[src/rtl/if_pkg.sv]
// Shared types and constants for the instruction fetch unit.
package if_pkg;

  localparam int unsigned ADDR_W = 8;
  localparam int unsigned DATA_W = 32;

  localparam logic [DATA_W-1:0] NOP_INSTR = 32'h00000000;

  // One prefetch queue slot: the fetched word tagged with its byte address.
  typedef struct packed {
    logic [ADDR_W-1:0] pc;
    logic [DATA_W-1:0] instr;
  } fetch_entry_t;

endpackage

[src/rtl/fetch_queue.sv]
// Small synchronous FIFO of fetched instructions with flush.
module fetch_queue
  import if_pkg::*;
#(
  parameter int unsigned QDEPTH = 2
) (
  input  logic         clk,
  input  logic         rst,
  input  logic         push_i,
  input  fetch_entry_t push_data_i,
  input  logic         pop_i,
  input  logic         flush_i,
  output fetch_entry_t head_o,
  output logic         full_o,
  output logic         empty_o
);

  localparam int unsigned PTR_W = (QDEPTH > 1) ? $clog2(QDEPTH) : 1;
  localparam int unsigned CNT_W = $clog2(QDEPTH + 1);

  fetch_entry_t     mem_q [QDEPTH];
  logic [PTR_W-1:0] wr_ptr_q;
  logic [PTR_W-1:0] wr_ptr_d;
  logic [PTR_W-1:0] rd_ptr_q;
  logic [PTR_W-1:0] rd_ptr_d;
  logic [CNT_W-1:0] count_q;
  logic [CNT_W-1:0] count_d;
  logic             push_ok_c;
  logic             pop_ok_c;

  assign full_o  = (count_q == CNT_W'(QDEPTH));
  assign empty_o = (count_q == '0);
  assign head_o  = mem_q[rd_ptr_q];

  // Guard against overflow/underflow even if the caller misbehaves.
  assign pop_ok_c  = pop_i & ~empty_o;
  assign push_ok_c = push_i & (~full_o | pop_ok_c);

  // Pointer and occupancy update; flush wins over push/pop.
  always_comb begin
    wr_ptr_d = wr_ptr_q;
    rd_ptr_d = rd_ptr_q;
    count_d  = count_q;
    if (flush_i) begin
      wr_ptr_d = '0;
      rd_ptr_d = '0;
      count_d  = '0;
    end else begin
      if (push_ok_c) wr_ptr_d = wr_ptr_q + PTR_W'(1);
      if (pop_ok_c)  rd_ptr_d = rd_ptr_q + PTR_W'(1);
      case ({push_ok_c, pop_ok_c})
        2'b10:   count_d = count_q + CNT_W'(1);
        2'b01:   count_d = count_q - CNT_W'(1);
        default: count_d = count_q;
      endcase
    end
  end

  // Control state register.
  always_ff @(posedge clk or posedge rst) begin
    if (rst) begin
      wr_ptr_q <= '0;
      rd_ptr_q <= '0;
      count_q  <= '0;
    end else begin
      wr_ptr_q <= wr_ptr_d;
      rd_ptr_q <= rd_ptr_d;
      count_q  <= count_d;
    end
  end

  // Entry storage; contents are only meaningful while the slot is occupied.
  always_ff @(posedge clk) begin
    if (push_ok_c && !flush_i) begin
      mem_q[wr_ptr_q] <= push_data_i;
    end
  end

endmodule

[src/rtl/instr_fetch_unit.sv]
// Program counter, instruction memory requests and IF/ID prefetch queue.
module instr_fetch_unit #(
  parameter int unsigned       ADDR_W   = if_pkg::ADDR_W,
  parameter int unsigned       DATA_W   = if_pkg::DATA_W,
  parameter int unsigned       QDEPTH   = 2,
  parameter logic [ADDR_W-1:0] RESET_PC = '0
) (
  input  logic              clk,
  input  logic              rst,
  output logic              imem_memread,
  output logic [ADDR_W-1:0] imem_addr,
  input  logic [DATA_W-1:0] imem_readdata,
  input  logic              redirect_valid,
  input  logic [ADDR_W-1:0] redirect_pc,
  output logic              id_valid,
  input  logic              id_ready,
  output logic [DATA_W-1:0] id_instr,
  output logic [ADDR_W-1:0] id_pc,
  output logic [ADDR_W-1:0] id_pc_plus4
);

  // Queue entries use the package widths; the top parameters are expected to match them.
  localparam int unsigned E_ADDR_W = if_pkg::ADDR_W;
  localparam int unsigned E_DATA_W = if_pkg::DATA_W;

  logic [ADDR_W-1:0]    pc_q;
  logic [ADDR_W-1:0]    pc_d;
  logic [DATA_W-1:0]    last_instr_q;
  logic [DATA_W-1:0]    last_instr_d;
  logic [ADDR_W-1:0]    last_pc_q;
  logic [ADDR_W-1:0]    last_pc_d;
  logic                 pop_c;
  logic                 fetch_c;
  logic                 q_full;
  logic                 q_empty;
  if_pkg::fetch_entry_t push_entry;
  if_pkg::fetch_entry_t head_entry;

  // Redirect voids any handshake and blocks fetch for the cycle.
  assign pop_c   = id_valid & id_ready & ~redirect_valid;
  assign fetch_c = ~rst & ~redirect_valid & (~q_full | pop_c);

  assign imem_memread = fetch_c;
  assign imem_addr    = pc_q;

  assign push_entry.pc    = E_ADDR_W'(pc_q);
  assign push_entry.instr = E_DATA_W'(imem_readdata);

  fetch_queue #(
    .QDEPTH (QDEPTH)
  ) u_queue (
    .clk         (clk),
    .rst         (rst),
    .push_i      (fetch_c),
    .push_data_i (push_entry),
    .pop_i       (pop_c),
    .flush_i     (redirect_valid),
    .head_o      (head_entry),
    .full_o      (q_full),
    .empty_o     (q_empty)
  );

  // ID side shows the queue head, or the last head seen once the queue drains.
  assign id_valid    = ~q_empty;
  assign id_instr    = id_valid ? DATA_W'(head_entry.instr) : last_instr_q;
  assign id_pc       = id_valid ? ADDR_W'(head_entry.pc) : last_pc_q;
  assign id_pc_plus4 = id_pc + ADDR_W'(4);

  // Next PC: aligned redirect target, sequential advance on fetch, else hold.
  always_comb begin
    pc_d = pc_q;
    if (redirect_valid) begin
      pc_d = {redirect_pc[ADDR_W-1:2], 2'b00};
    end else if (fetch_c) begin
      pc_d = pc_q + ADDR_W'(4);
    end
  end

  // Capture the presented head so the ID outputs can hold it when empty.
  always_comb begin
    last_instr_d = last_instr_q;
    last_pc_d    = last_pc_q;
    if (id_valid) begin
      last_instr_d = DATA_W'(head_entry.instr);
      last_pc_d    = ADDR_W'(head_entry.pc);
    end
  end

  // PC and held-head registers.
  always_ff @(posedge clk or posedge rst) begin
    if (rst) begin
      pc_q         <= RESET_PC;
      last_instr_q <= DATA_W'(if_pkg::NOP_INSTR);
      last_pc_q    <= '0;
    end else begin
      pc_q         <= pc_d;
      last_instr_q <= last_instr_d;
      last_pc_q    <= last_pc_d;
    end
  end

endmodule
[config.mk]
export PLATFORM = sky130hd
export DESIGN_NAME = instr_fetch_unit
export DESIGN_NICKNAME = d
export VERILOG_FILES = /design/src/rtl/if_pkg.sv /design/src/rtl/fetch_queue.sv /design/src/rtl/instr_fetch_unit.sv
export SDC_FILE = /design/constraint.sdc
export NUM_CORES = 1
export LEC_CHECK = 0
export ABC_AREA = 1
export ABC_CLOCK_PERIOD_IN_PS = 3300
export BUFFER_PORTS_ARGS = -buffer_cell sky130_fd_sc_hd__buf_2
export CAP_MARGIN = 20
export CORE_MARGIN = 2
export CORE_UTILIZATION = 40
export DETAILED_ROUTE_END_ITERATION = 6
export GPL_ROUTABILITY_DRIVEN = 0
export PLACE_DENSITY = 0.62
export SKIP_CTS_REPAIR_TIMING = 1
export SYNTH_ARGS = -nofsm -noshare
export SYNTH_HDL_FRONTEND = slang
export SYNTH_SLANG_ARGS = --single-unit
[constraint.sdc]
create_clock -name clk -period 3.3 [get_ports clk]
set_input_delay 0 -clock clk [delete_from_list [all_inputs] [get_ports clk]]
set_output_delay 0 -clock clk [all_outputs]
set_load 0.02 [all_outputs]
Yosys cells after proc, flatten, opt, wreduce, memory -nomap -nowiden
Memories as Yosys holds them, arrays and structs flattened.
Index checks and enable logic that the tools add are counted.
- bits in writable memories: 80
- input port bits: 44
- memories: 1
- register bits after elaboration: 52
- output and inout bits: 58
- memory list (name ; depth ; width ; rd ports ; clocked after memory_dff ; wr ports ; line ; text):
    u_queue.mem_q ; 2 ; 40 ; 1 ; 0 ; 1 ; fetch_queue.sv:21 ; fetch_entry_t mem_q [QDEPTH];
- reductions and logical operators: 7
- eq/ne operators: 3
- bitwise operators: 12
- $add $sub $neg: 6
- muxes and demuxes: 12
- operators with widths (operator ; count):
    2-to-1 mux 32 bit ; 1
    2-to-1 mux 8 bit ; 3
    adder 8 x 3 -> 8 bit (second input constant) ; 2
    AND 1 bit ; 6
    2-to-1 mux 1 bit ; 6
    nonzero test 2 bit ; 3
    == test 2 bit (second input constant) ; 2
    NOT 1 bit ; 4
    one-hot mux 2 bit (2 select lines) ; 1
    nonzero test 3 bit ; 1
    adder 1 bit (second input constant) ; 2
    adder 2 x 1 -> 2 bit (second input constant) ; 1
    == test 2 x 1 -> 1 bit (second input constant) ; 1
    zero test 2 bit ; 1
    2-to-1 mux 2 bit ; 1
    OR 1 bit ; 2
    subtractor 2 x 1 -> 2 bit (second input constant) ; 1
    logical AND 1 bit ; 1
    zero test 1 bit ; 1

Longest topological paths before layout
- depth in word-level cells: 10
- depth in mapped cells: 10
- gate-level depth less buffers: 9

Modules after synthesis
Synthesis repeated with hierarchy kept, for this count alone.
- cell total of the unflattened synthesis: 502
- area, all modules: 5231.3 µm²
- modules (own cells, without submodules) (module ; cells an instance ; area an instance (µm²) ; instances ; seq. area each (µm²)):
    fetch_queue ; 250 ; 3165.5 ; 1 ; 2502.4
    instr_fetch_unit ; 252 ; 2065.7 ; 1 ; 1151.1

Worst setup path after synthesis
No wires, ideal clock.
- kind: register to register
- start point: reg u_queue.count_q[0]
- end point: mem u_queue.mem_q[0][0] in the netlist's numbering (enable)
- cell stages (with the launch flop): 5
- path buffers: 0
- required time: 2.866 ns
- arrival time: 2.302 ns
- path slack: 0.564 ns
- path through: dfrtp_1 inv_2 nand3_1 nand2_2 nor2_1
- cells in the longest elaborated chain, start to end: 10
- elaborated cells between the ends (all ways): 14
- ends and longest elaborated chain (item ; line ; text):
    start, declared ; fetch_queue.sv:26 ; logic [CNT_W-1:0] count_q;
    start signal, assigned ; fetch_queue.sv:68 ; count_q <= count_d;
    zero test 2 bit ; fetch_queue.sv:32 ; assign empty_o = (count_q == '0);
    NOT 1 bit ; fetch_queue.sv:36, instr_fetch_unit.sv:64 ;
    AND 1 bit (2 in series) ; instr_fetch_unit.sv:40 ; assign pop_c = id_valid & id_ready & ~redirect_valid;
    OR 1 bit or AND 1 bit (tied branches) ; instr_fetch_unit.sv:41, fetch_queue.sv:36 ;
    AND 1 bit or OR 1 bit (tied branches) ; instr_fetch_unit.sv:41, fetch_queue.sv:37 ;
    AND 1 bit * ; fetch_queue.sv:37 ; assign push_ok_c = push_i & (~full_o | pop_ok_c);
    logical AND 1 bit * ; fetch_queue.sv:74 ; if (push_ok_c && !flush_i) begin
    2-to-1 mux 1 bit * ; fetch_queue.sv:74 ;
    2-to-1 mux 1 bit (not written as such) * ; fetch_queue.sv:75 ; mem_q[wr_ptr_q] <= push_data_i;
    end, declared ; fetch_queue.sv:21 ;
Mark *: on every way between the ends. The rest lies on a longest branch, timed or not.

Final worst setup path
- start point: reg u_queue.count_q[0]
- end point: out id_pc_plus4[6]
- cells in the longest elaborated chain, start to end: 3
- ends and longest elaborated chain (item ; line ; text):
    zero test 2 bit ; fetch_queue.sv:32 ;
    2-to-1 mux 8 bit ; n/a ;
    adder 8 x 3 -> 8 bit ; instr_fetch_unit.sv:67 ; assign id_pc_plus4 = id_pc + ADDR_W'(4);
    end, declared ; instr_fetch_unit.sv:19 ; output logic [ADDR_W-1:0] id_pc_plus4
Every way passes these cells.

==> reports/metrics.cfg <==
[run_status]
run_status=finished, final reports clean

[routing]
detail_route.wirelength_mm=10.72
post_drt_wl_per_cell_microns=14.97
dr.pass1.iters=4
detailedRoute.firstIterationViolations=191
remaining_drc_errors=0
number_of_vias_in_the_routed_layout=3422
avgViaCountPerCell=4.779
ant_nets=0

[placement]
dpl-instance-area_sq_um=5493
dp.cells=639
place.detailed.hpwl_mm=6.232
place.port_buffers=97

[worst_setup_path]
critical_path.endpoint=id_pc_plus4[6]
cp-startpoint=u_queue.count_q[0]
critical_path.endpoint_type=output port
timing.setup.critical_path_class=register to output port
worstPathMaxFanout=49
rr_worst_depth=5
cp_slowest_cell=sky130_fd_sc_hd__nand2_4
ff2ff_setup_slack_ns=1.26
required_ns=3.30
r2r_end=u_queue.mem_q[1][14]
cpPeakStageDelay_ns=0.46
timing.critical_path.cells=inv_2 > nand2_4 > nand3_2 > o21a_2 > ha_1 > nand3_1 > xor2_1 > buf_2
r2r_start=u_queue.count_q[0]
timing.critical_path.from_type=register
arrival_time_reported_for_the_critical_path_endpoint_ns=2.38

[worst_hold_path]
hold_class=primary input to register
hp-start=redirect_valid

[sta]
grt_setup_unrepaired=no
post-route-min-period_ns=2.379
period_share_pct=72.08
timing.slew.headroom_pct=59.51
tns_ns=0
max_transition_viols_final=0
whs_ns=0.07699
finalSetupViolations=0
finalHoldViolCount=0
fin_clk_skew_ns=0.01146
worst_slew_pin_slew_ns=0.6065
timing.fmax_ghz=0.4204

[global_route]
grt_max_degree=50
global_route.usage.total_pct=16.63
aggregate_global_routing_overflow=0
antenna_violations_before_repair=0
via_count_of_the_first_global_routing_pass=3270
grt_pass1_wl_mm=16.24

[synthesis]
ys_types=29
cell_taking_the_most_area_after_synthesis=sky130_fd_sc_hd__edfxtp_1
netlist_instances=409
syn-mean-instance-area_sq_um=11.95
yosys.area.top_type_share_pct=46.71
syn_area_sq_um=4886
synth-seq-cells=126
synth_enable_flop_cells=76
ys.warnings.count=0
synthTopCellsByArea=sky130_fd_sc_hd__edfxtp_1, sky130_fd_sc_hd__dfrtp_1, sky130_fd_sc_hd__a21oi_1, sky130_fd_sc_hd__nand2_1, sky130_fd_sc_hd__nor2_1
top_reg_cell_synth=sky130_fd_sc_hd__edfxtp_1
synth_async_sr_flop_share_pct=39.68
synth-seq-area-share_pct=72.32

[power_and_ir_drop]
seqPwrFrac_pct=35.2
power_density_cells_nw_per_um2=918.4
switching_power_mw=2.086
cell_internal_pwr_mw=3.957
p_sw_share_pct=34.52
power.share.combinational_pct=31.9
static-leakage-power_nw=2.817
worst_ir_drop_vdd_mv=0.5553
clock_power_share_pct=32.8

[die]
design.portCount=102
area_of_the_die_sq_um=13110
initial_utilization_pct=40.85
placementRows=40
design.core.area_sq_um=11960
dieHeight_microns=114.5
die_x_microns=114.5

[clock_network]
worst_skew_pair.late_latency_ns=0.41
clkSlewWorstSetupHoldPaths_ns=0.06
tritoncts_clock_tree=done
clk_root_buffer_cell=sky130_fd_sc_hd__clkbuf_16
clkSinkCount=126
total_cts_buffers=17
cts.path.max_buffers=2
number_of_levels_the_h_tree_was_split_into=4

[finish]
layout-area-overhead-vs-synth_pct=34.67
post_layout_nonfiller_instances=716
drive_above_1_share_pct=27.42
final_cell_mix=sky130_fd_sc_hd__buf_2, sky130_fd_sc_hd__nand2_1, sky130_fd_sc_hd__edfxtp_1
fin_nets=602
mostFrequentLayoutCell=sky130_fd_sc_hd__buf_2
num_antenna_cells=0
design_area_sq_um=6580

[run]
cap_viol_max_count=0

[power groups by stage]
stage / combinational, mW / sequential [mW] / clock, mW
floorplan: 1.34 / 2.14 / 0
global placement: 1.87 / 2.15 / 0
detailed placement: 1.90 / 2.16 / 0
CTS: 1.91 / 2.13 / 2.02
global route: 2.14 / 2.17 / 2.09
finish: 1.93 / 2.13 / 1.98
[logic make-up after synthesis]
group,after synthesis,share of synthesized area (%)
buffers and inverters,41,4.251
DFF,126,72.32
other,1,0.07675
xor gates and xnor gates,6,1.076
adders and majority gates,2,0.5121
and+or+nand+nor,157,13.60
AOI/OAI and AO/OA,76,8.169
[per-stage QoR]
stage	setup slack [ns]	utilization, %	total power, mW
finish	0.9212	55.01	6.043
detailed placement	1.239	45.92	4.062
global route	0.6866	55.01	6.398
CTS	0.8713	51.24	6.070
global placement	1.300	45.92	4.024
floorplan	0.5640	-	3.478
[synthesized netlist by cell type, types with 3 or more instances]
library cell	number
sky130_fd_sc_hd__nand2_1	80
sky130_fd_sc_hd__edfxtp_1	76
sky130_fd_sc_hd__a21oi_1	64
sky130_fd_sc_hd__dfrtp_1	50
sky130_fd_sc_hd__nor2_1	46
sky130_fd_sc_hd__nand3_1	16
sky130_fd_sc_hd__inv_1	15
sky130_fd_sc_hd__nand2_2	8
sky130_fd_sc_hd__buf_2	7
sky130_fd_sc_hd__buf_4	6
sky130_fd_sc_hd__clkbuf_1	5
sky130_fd_sc_hd__inv_2	5
sky130_fd_sc_hd__o21ai_1	4
sky130_fd_sc_hd__buf_6	3
sky130_fd_sc_hd__o211ai_1	3
sky130_fd_sc_hd__xnor2_1	3
sky130_fd_sc_hd__xor2_1	3
[metal layers]
metal	routed length [microns]	vias up	share of wire, %	GRT usage (%)
met4	144	0	1.3	7.805
met3	506	11	4.7	5.876
met2	5657	98	53	27.46
li1	-	1681	-	-
met5	0	-	0	0
met1	4413	1632	41	19.43
[layout make-up]
type | count | area (sq um)
sequential | 126 | 3535
clock inverter | 13 | 193.9
inverter | 20 | 75.07
timing repair buffer | 148 | 980.9
fill | 1009 | 5381
clock buffer | 19 | 442.9
multi-input combinational | 243 | 1169
tap | 147 | 183.9
[worst min-delay path by stage]
stage,slack [ns],endpoint,depth (start not counted)
final,0.08,u_queue.count_q[0],4
after global placement,0.12,imem_addr[7],2
after global routing,0.11,u_queue.count_q[0],4
after floorplan,0.1,u_queue.mem_q[0][0],0
after CTS,-0.32,imem_addr[7],2
after detailed placement,0.12,imem_addr[7],2
[critical path, delay by kind of cell, from the launching register on]
kind	cells	cell delay, ns
XOR/XNOR	1	0.14
AO/OA/AOI/OAI	1	0.20
AND/OR/NAND/NOR	3	0.66
buffers and inverters	2	0.26
flip-flops	1	0.45
adder cells (fa/ha/maj)	1	0.24
[registers in the layout, indices dropped and copies added (netlist names)]
register	count
imem_addr	6
last_pc_q	8
last_instr_q	32
u_queue.rd_ptr_q	1
u_queue.wr_ptr_q	1
u_queue.count_q	2
u_queue.mem_q	76
Power figures use the tool's default switching activity.
